File: src/rtl/fifo_to_axis.sv
// Drains a show-ahead FIFO into a registered valid/ready stream framed into fixed-length packets.
// Optional FIFO2AXIS_PAD_EN closes stalled packets with zero padding beats flagged on tuser_o.
module fifo_to_axis #(
  parameter int DATA_WIDTH  = 8,
  parameter int MAX_PKT_LEN = 256,
  parameter int PAD_TIMEOUT = 16,
  parameter int LEN_WIDTH   = $clog2(MAX_PKT_LEN) + 1
) (
  input  logic                  clk_i,
  input  logic                  rst_n_i,
  output logic                  fifo_rd_o,
  input  logic [DATA_WIDTH-1:0] fifo_rd_data_i,
  input  logic                  fifo_empty_i,
  input  logic [LEN_WIDTH-1:0]  pkt_len_i,
  output logic [DATA_WIDTH-1:0] tdata_o,
  output logic                  tvalid_o,
  input  logic                  tready_i,
  output logic                  tlast_o,
  output logic                  tuser_o,
  output logic [15:0]           pkt_cnt_o,
  output logic                  busy_o
);

`ifdef FIFO2AXIS_PAD_EN
  typedef enum logic [1:0] {IDLE, BODY, PAD} state_t;
  localparam int IDLE_W = $clog2(PAD_TIMEOUT + 1);
  logic [IDLE_W-1:0] idle_cnt_reg, idle_cnt_next;
`else
  typedef enum logic {IDLE, BODY} state_t;
`endif

  state_t                state_reg, state_next;
  logic [DATA_WIDTH-1:0] tdata_reg, tdata_next;
  logic                  tvalid_reg, tvalid_next;
  logic                  tlast_reg, tlast_next;
  logic                  tuser_reg, tuser_next;
  logic [15:0]           pkt_cnt_reg;
  logic [LEN_WIDTH-1:0]  beat_cnt_reg, beat_cnt_next;
  logic [LEN_WIDTH-1:0]  len_reg, len_next;
  logic [LEN_WIDTH-1:0]  len_in;
  logic                  load, pop, last_beat;

  assign load = !tvalid_reg || tready_i;
`ifdef FIFO2AXIS_PAD_EN
  assign pop = load && !fifo_empty_i && (state_reg != PAD);
`else
  assign pop = load && !fifo_empty_i;
`endif
  assign last_beat = (beat_cnt_reg == len_reg - LEN_WIDTH'(1));

  // Zero-length requests become single-beat packets; oversize requests clamp.
  always_comb begin
    len_in = pkt_len_i;
    if (pkt_len_i == '0)
      len_in = LEN_WIDTH'(1);
    else if (pkt_len_i > LEN_WIDTH'(MAX_PKT_LEN))
      len_in = LEN_WIDTH'(MAX_PKT_LEN);
  end

  always_comb begin
    state_next    = state_reg;
    tdata_next    = tdata_reg;
    tvalid_next   = tvalid_reg;
    tlast_next    = tlast_reg;
    tuser_next    = tuser_reg;
    beat_cnt_next = beat_cnt_reg;
    len_next      = len_reg;
`ifdef FIFO2AXIS_PAD_EN
    idle_cnt_next = idle_cnt_reg;
`endif
    if (pop) begin
      tdata_next  = fifo_rd_data_i;
      tvalid_next = 1'b1;
      tuser_next  = 1'b0;
      tlast_next  = 1'b0;
      if (state_reg == IDLE) begin
        len_next = len_in;
        if (len_in == LEN_WIDTH'(1)) begin
          tlast_next = 1'b1;
        end else begin
          state_next    = BODY;
          beat_cnt_next = LEN_WIDTH'(1);
        end
      end else if (last_beat) begin
        tlast_next    = 1'b1;
        state_next    = IDLE;
        beat_cnt_next = '0;
      end else begin
        beat_cnt_next = beat_cnt_reg + LEN_WIDTH'(1);
      end
`ifdef FIFO2AXIS_PAD_EN
    end else if (load && state_reg == PAD) begin
      tdata_next  = '0;
      tvalid_next = 1'b1;
      tuser_next  = 1'b1;
      tlast_next  = 1'b0;
      if (last_beat) begin
        tlast_next    = 1'b1;
        state_next    = IDLE;
        beat_cnt_next = '0;
      end else begin
        beat_cnt_next = beat_cnt_reg + LEN_WIDTH'(1);
      end
`endif
    end else if (load) begin
      tvalid_next = 1'b0;
      tlast_next  = 1'b0;
      tuser_next  = 1'b0;
    end
`ifdef FIFO2AXIS_PAD_EN
    // Only starvation counts as idle; a stalled sink is not a reason to pad.
    if (state_reg != BODY || pop) begin
      idle_cnt_next = '0;
    end else if (fifo_empty_i && load) begin
      if (idle_cnt_reg == IDLE_W'(PAD_TIMEOUT - 1)) begin
        idle_cnt_next = IDLE_W'(PAD_TIMEOUT);
        state_next    = PAD;
      end else begin
        idle_cnt_next = idle_cnt_reg + IDLE_W'(1);
      end
    end
`endif
  end

  always_ff @(posedge clk_i or negedge rst_n_i) begin
    if (!rst_n_i) begin
      state_reg    <= IDLE;
      tdata_reg    <= '0;
      tvalid_reg   <= 1'b0;
      tlast_reg    <= 1'b0;
      tuser_reg    <= 1'b0;
      pkt_cnt_reg  <= '0;
      beat_cnt_reg <= '0;
      len_reg      <= LEN_WIDTH'(1);
`ifdef FIFO2AXIS_PAD_EN
      idle_cnt_reg <= '0;
`endif
    end else begin
      state_reg    <= state_next;
      tdata_reg    <= tdata_next;
      tvalid_reg   <= tvalid_next;
      tlast_reg    <= tlast_next;
      tuser_reg    <= tuser_next;
      beat_cnt_reg <= beat_cnt_next;
      len_reg      <= len_next;
`ifdef FIFO2AXIS_PAD_EN
      idle_cnt_reg <= idle_cnt_next;
`endif
      if (tvalid_reg && tready_i && tlast_reg)
        pkt_cnt_reg <= pkt_cnt_reg + 16'd1;
    end
  end

  assign fifo_rd_o = pop;
  assign tdata_o   = tdata_reg;
  assign tvalid_o  = tvalid_reg;
  assign tlast_o   = tlast_reg;
  assign tuser_o   = tuser_reg;
  assign pkt_cnt_o = pkt_cnt_reg;
  assign busy_o    = (state_reg != IDLE);

endmodule

File: config.mk
export PLATFORM = sky130hd
export DESIGN_NAME = fifo_to_axis
export DESIGN_NICKNAME = d
export VERILOG_FILES = /design/src/rtl/fifo_to_axis.sv
export SDC_FILE = /design/constraint.sdc
export NUM_CORES = 1
export LEC_CHECK = 0
export CORE_MARGIN = 2
export CORE_UTILIZATION = 43
export CTS_CLUSTER_DIAMETER = 50
export DETAILED_ROUTE_END_ITERATION = 16
export HOLD_SLACK_MARGIN = 0.06
export PLACE_DENSITY_LB_ADDON = 0.1
export SYNTH_ARGS = -nofsm -noshare
export SYNTH_HDL_FRONTEND = slang
export SYNTH_SLANG_ARGS = --single-unit
export TNS_END_PERCENT = 10
File: constraint.sdc
create_clock -name clk_i -period 3.1 [get_ports clk_i]
set_clock_uncertainty 0.1 [all_clocks]
set_input_delay 0.465 -clock clk_i [delete_from_list [all_inputs] [get_ports clk_i]]
set_output_delay 0.465 -clock clk_i [all_outputs]
set_load 0.03 [all_outputs]
==> qor.json <==
{
  "fin_util": 0.556,
  "number_of_enable_flip_flop_cells_after_synthesis": 0,
  "cp-end-kind": "flop",
  "htree_num_levels": 2,
  "first_pass_iters": 5,
  "setup.worst_path.class": "reg -> reg",
  "detailedPlacementHpwl_um": 3680,
  "min_period_over_period": 0.788,
  "critPathRequiredTime_ns": 3.20,
  "via_per_inst": 5.31,
  "die-width_um": 79.0,
  "final_cell_mix": "clkdlybuf4s50_1 (46), dfrtp_1 (44), nand2_1 (21), nor2_1 (15), xnor2_1 (13)",
  "final_cells": 361,
  "die-height_um": 79.0,
  "grt_max_degree": 46,
  "grt_pass1_vias": 1870,
  "synth_area_per_cell_um2": 10.1,
  "largest_register_ffs": 16,
  "postSynthRegisterBits": 45,
  "first_pass_grt_wire_length_um": 8830,
  "cts_buffer_depth": 2,
  "slowest_delay_ns": 0.47,
  "path_cells": "inv_1, ha_1, nor3b_1, a221oi_1, nor2_1, a32o_2, o21ai_1, o311ai_1",
  "dp.cells": 353,
  "die-area_um2": 6230,
  "maxClockFrequency_ghz": 0.409,
  "worst_slew_pin_slew_ns": 0.999,
  "worst_hold_path_type": "in -> async",
  "row_count": 27,
  "post-route-drc-count": 0,
  "worst_skew_pair.late_latency_ns": 0.30,
  "r2r_setup_slack_ns": 0.66,
  "setup_violations": 0,
  "cts_root_buffer": "clkbuf_8",
  "fin_hold_ws_ns": 0.227,
  "postCtsHoldBufs": 0,
  "clk_pin_slew_ns": 0.09,
  "post-layout-total-power_mw": 1.77,
  "finalSetupTns_ns": 0,
  "cts_inserted_buffers": 5,
  "portBuffers": 48,
  "timing_hold_violations_final": 0,
  "place_congestion": 0.752,
  "number_of_antenna_violations_at_the_first_check_in_global_routing": 0,
  "postRouteAntennaNets": 0,
  "areaGrowthSynthToFinish_pct": 26.0,
  "arrival_ns": 2.54,
  "finalMaxSlewViolations": 0,
  "ir_worst_vdd_v": 0.000341,
  "critPathMaxFanout": 14,
  "route.detailed.wl_per_inst_um": 14.4,
  "ys.warnings.count": 0,
  "clock_sinks": 45,
  "cts_setup_buffers": 0,
  "area_of_the_core_region_um2": 5470,
  "design.final.nets": 312,
  "drt_first_iter_violations": 90,
  "layout-drive-gt1-share": 0.138,
  "max-cap-violations": 0,
  "grt.total_usage": 0.181,
  "worstReg2RegEnd": "beat_cnt_reg[5]",
  "leakage_nw": 1.30,
  "grt_overflow_total": 0,
  "slew_headroom": 0.334,
  "worst_r2r_path_depth": 8,
  "syn-instance-count": 239,
  "floorplan.initialDensity": 0.441,
  "detail_route.wirelength_um": 5200,
  "worst_path_max_delay_cell": "nor3b_1",
  "netlist_area_before_placement_um2": 2420,
  "ys.flop_type": "dfrtp_1",
  "synthDistinctLibCells": 48,
  "start_kind": "flop",
  "postSynth.asyncResetShare": 1.00,
  "min_period_ns": 2.44,
  "synth_sequential_area_ratio": 0.467,
  "power.density_cell_area_nw_per_um2": 581,
  "postCtsResizedCells": 0,
  "antenna-diode-count": 0,
  "tritoncts": "done",
  "mostFrequentLayoutCell": "clkdlybuf4s50_1",
  "crit-reg2reg-launch": "len_reg[1]",
  "design.portCount": 50,
  "synthesis.nets": 263,
  "grt_setup_unrepaired": "false",
  "run_status": "complete, no violations",
  "vias": 1918
}
worst max-delay path by stage:
stage	from	depth (start not counted)	endpoint	slack [ns]
6_report	len_reg[1]	8	beat_cnt_reg[5]	0.66
4_1_cts	len_reg[1]	8	beat_cnt_reg[5]	0.63
3_5_place_dp	tready_i	6	pkt_cnt_o[15]	0.65
5_1_grt	len_reg[1]	8	beat_cnt_reg[5]	0.42
3_3_place_gp	pkt_len_i[4]	8	beat_cnt_reg[8]	0.70
2_1_floorplan	len_reg[0]	9	beat_cnt_reg[2]	0.81
per-layer routing:
metal  part of all wire  track usage  up-vias
li1                   -            -      953
met1               0.49        0.245      915
met2               0.45        0.280       44
met3              0.045       0.0477        6
met4              0.014       0.0638        0
met5                  0            0        -
cell type report:
type | count | area [um^2]
Inverter | 10 | 37.5
Clock inverter | 3 | 17.5
Timing Repair Buffer | 53 | 510
Tap cell | 72 | 90.1
Fill cell | 512 | 2430
Multi-Input combinational cell | 173 | 1190
Clock buffer | 5 | 68.8
Sequential cell | 45 | 1130
worst max-delay path: cells and delay by family (launching register included):
family,cells,cell delay (ns)
flops,1,0.40
simple gates,2,0.60
compound gates,4,0.98
buf+inv,1,0.08
fa+ha+maj,1,0.19
where the power goes:
part	leakage [nW]	switching, mW	internal [mW]
combinational	0.701	0.312	0.281
clock	0.0439	0.206	0.156
sequential	0.559	0.138	0.679
total	1.30	0.655	1.12
cell families after synthesis:
logic type | count (synthesis) | synth area share
compound gates | 41 | 0.134
xor+xnor | 23 | 0.0834
fa+ha+maj | 3 | 0.0155
buf+inv | 21 | 0.0394
flops | 45 | 0.467
mux | 10 | 0.0466
other cells | 1 | 0.00155
simple gates | 95 | 0.213
through the flow:
stage               cell area (um^2)  setup slack (ns)
floorplan                       2420             0.813
global placement                2960             0.699
detailed placement              2960             0.650
CTS                             3050             0.633
global route                    3050             0.418
finish                          3050             0.657
Yosys cell counts (2+ instances only):
cell      count  area share
nor2_1       15       0.023
o31ai_1       3      0.0093
nand2_1      21       0.033
nor3_1        6       0.012
or3_1         3      0.0078
buf_4         2      0.0062
and3_1        8       0.021
mux2_2       10       0.047
nor2b_1       4       0.010
nand2b_1      2      0.0052
and3b_1       2      0.0073
nand3b_1      7       0.022
o311ai_1      2      0.0073
o21ai_1       2      0.0041
a21oi_1       3      0.0062
o21ai_0      10       0.021
xor2_1       10       0.036
a22oi_1       5       0.016
inv_1        10       0.016
o211ai_2      7       0.036
clkbuf_1      7       0.011
or2_2         2      0.0052
nand3_1       9       0.019
ha_1          3       0.016
xnor2_1      13       0.047
nand4_1       6       0.016
dfrtp_1      44        0.46
and4_1        2      0.0073
nor2_2        2      0.0052
(Power assumes the default switching activity.)
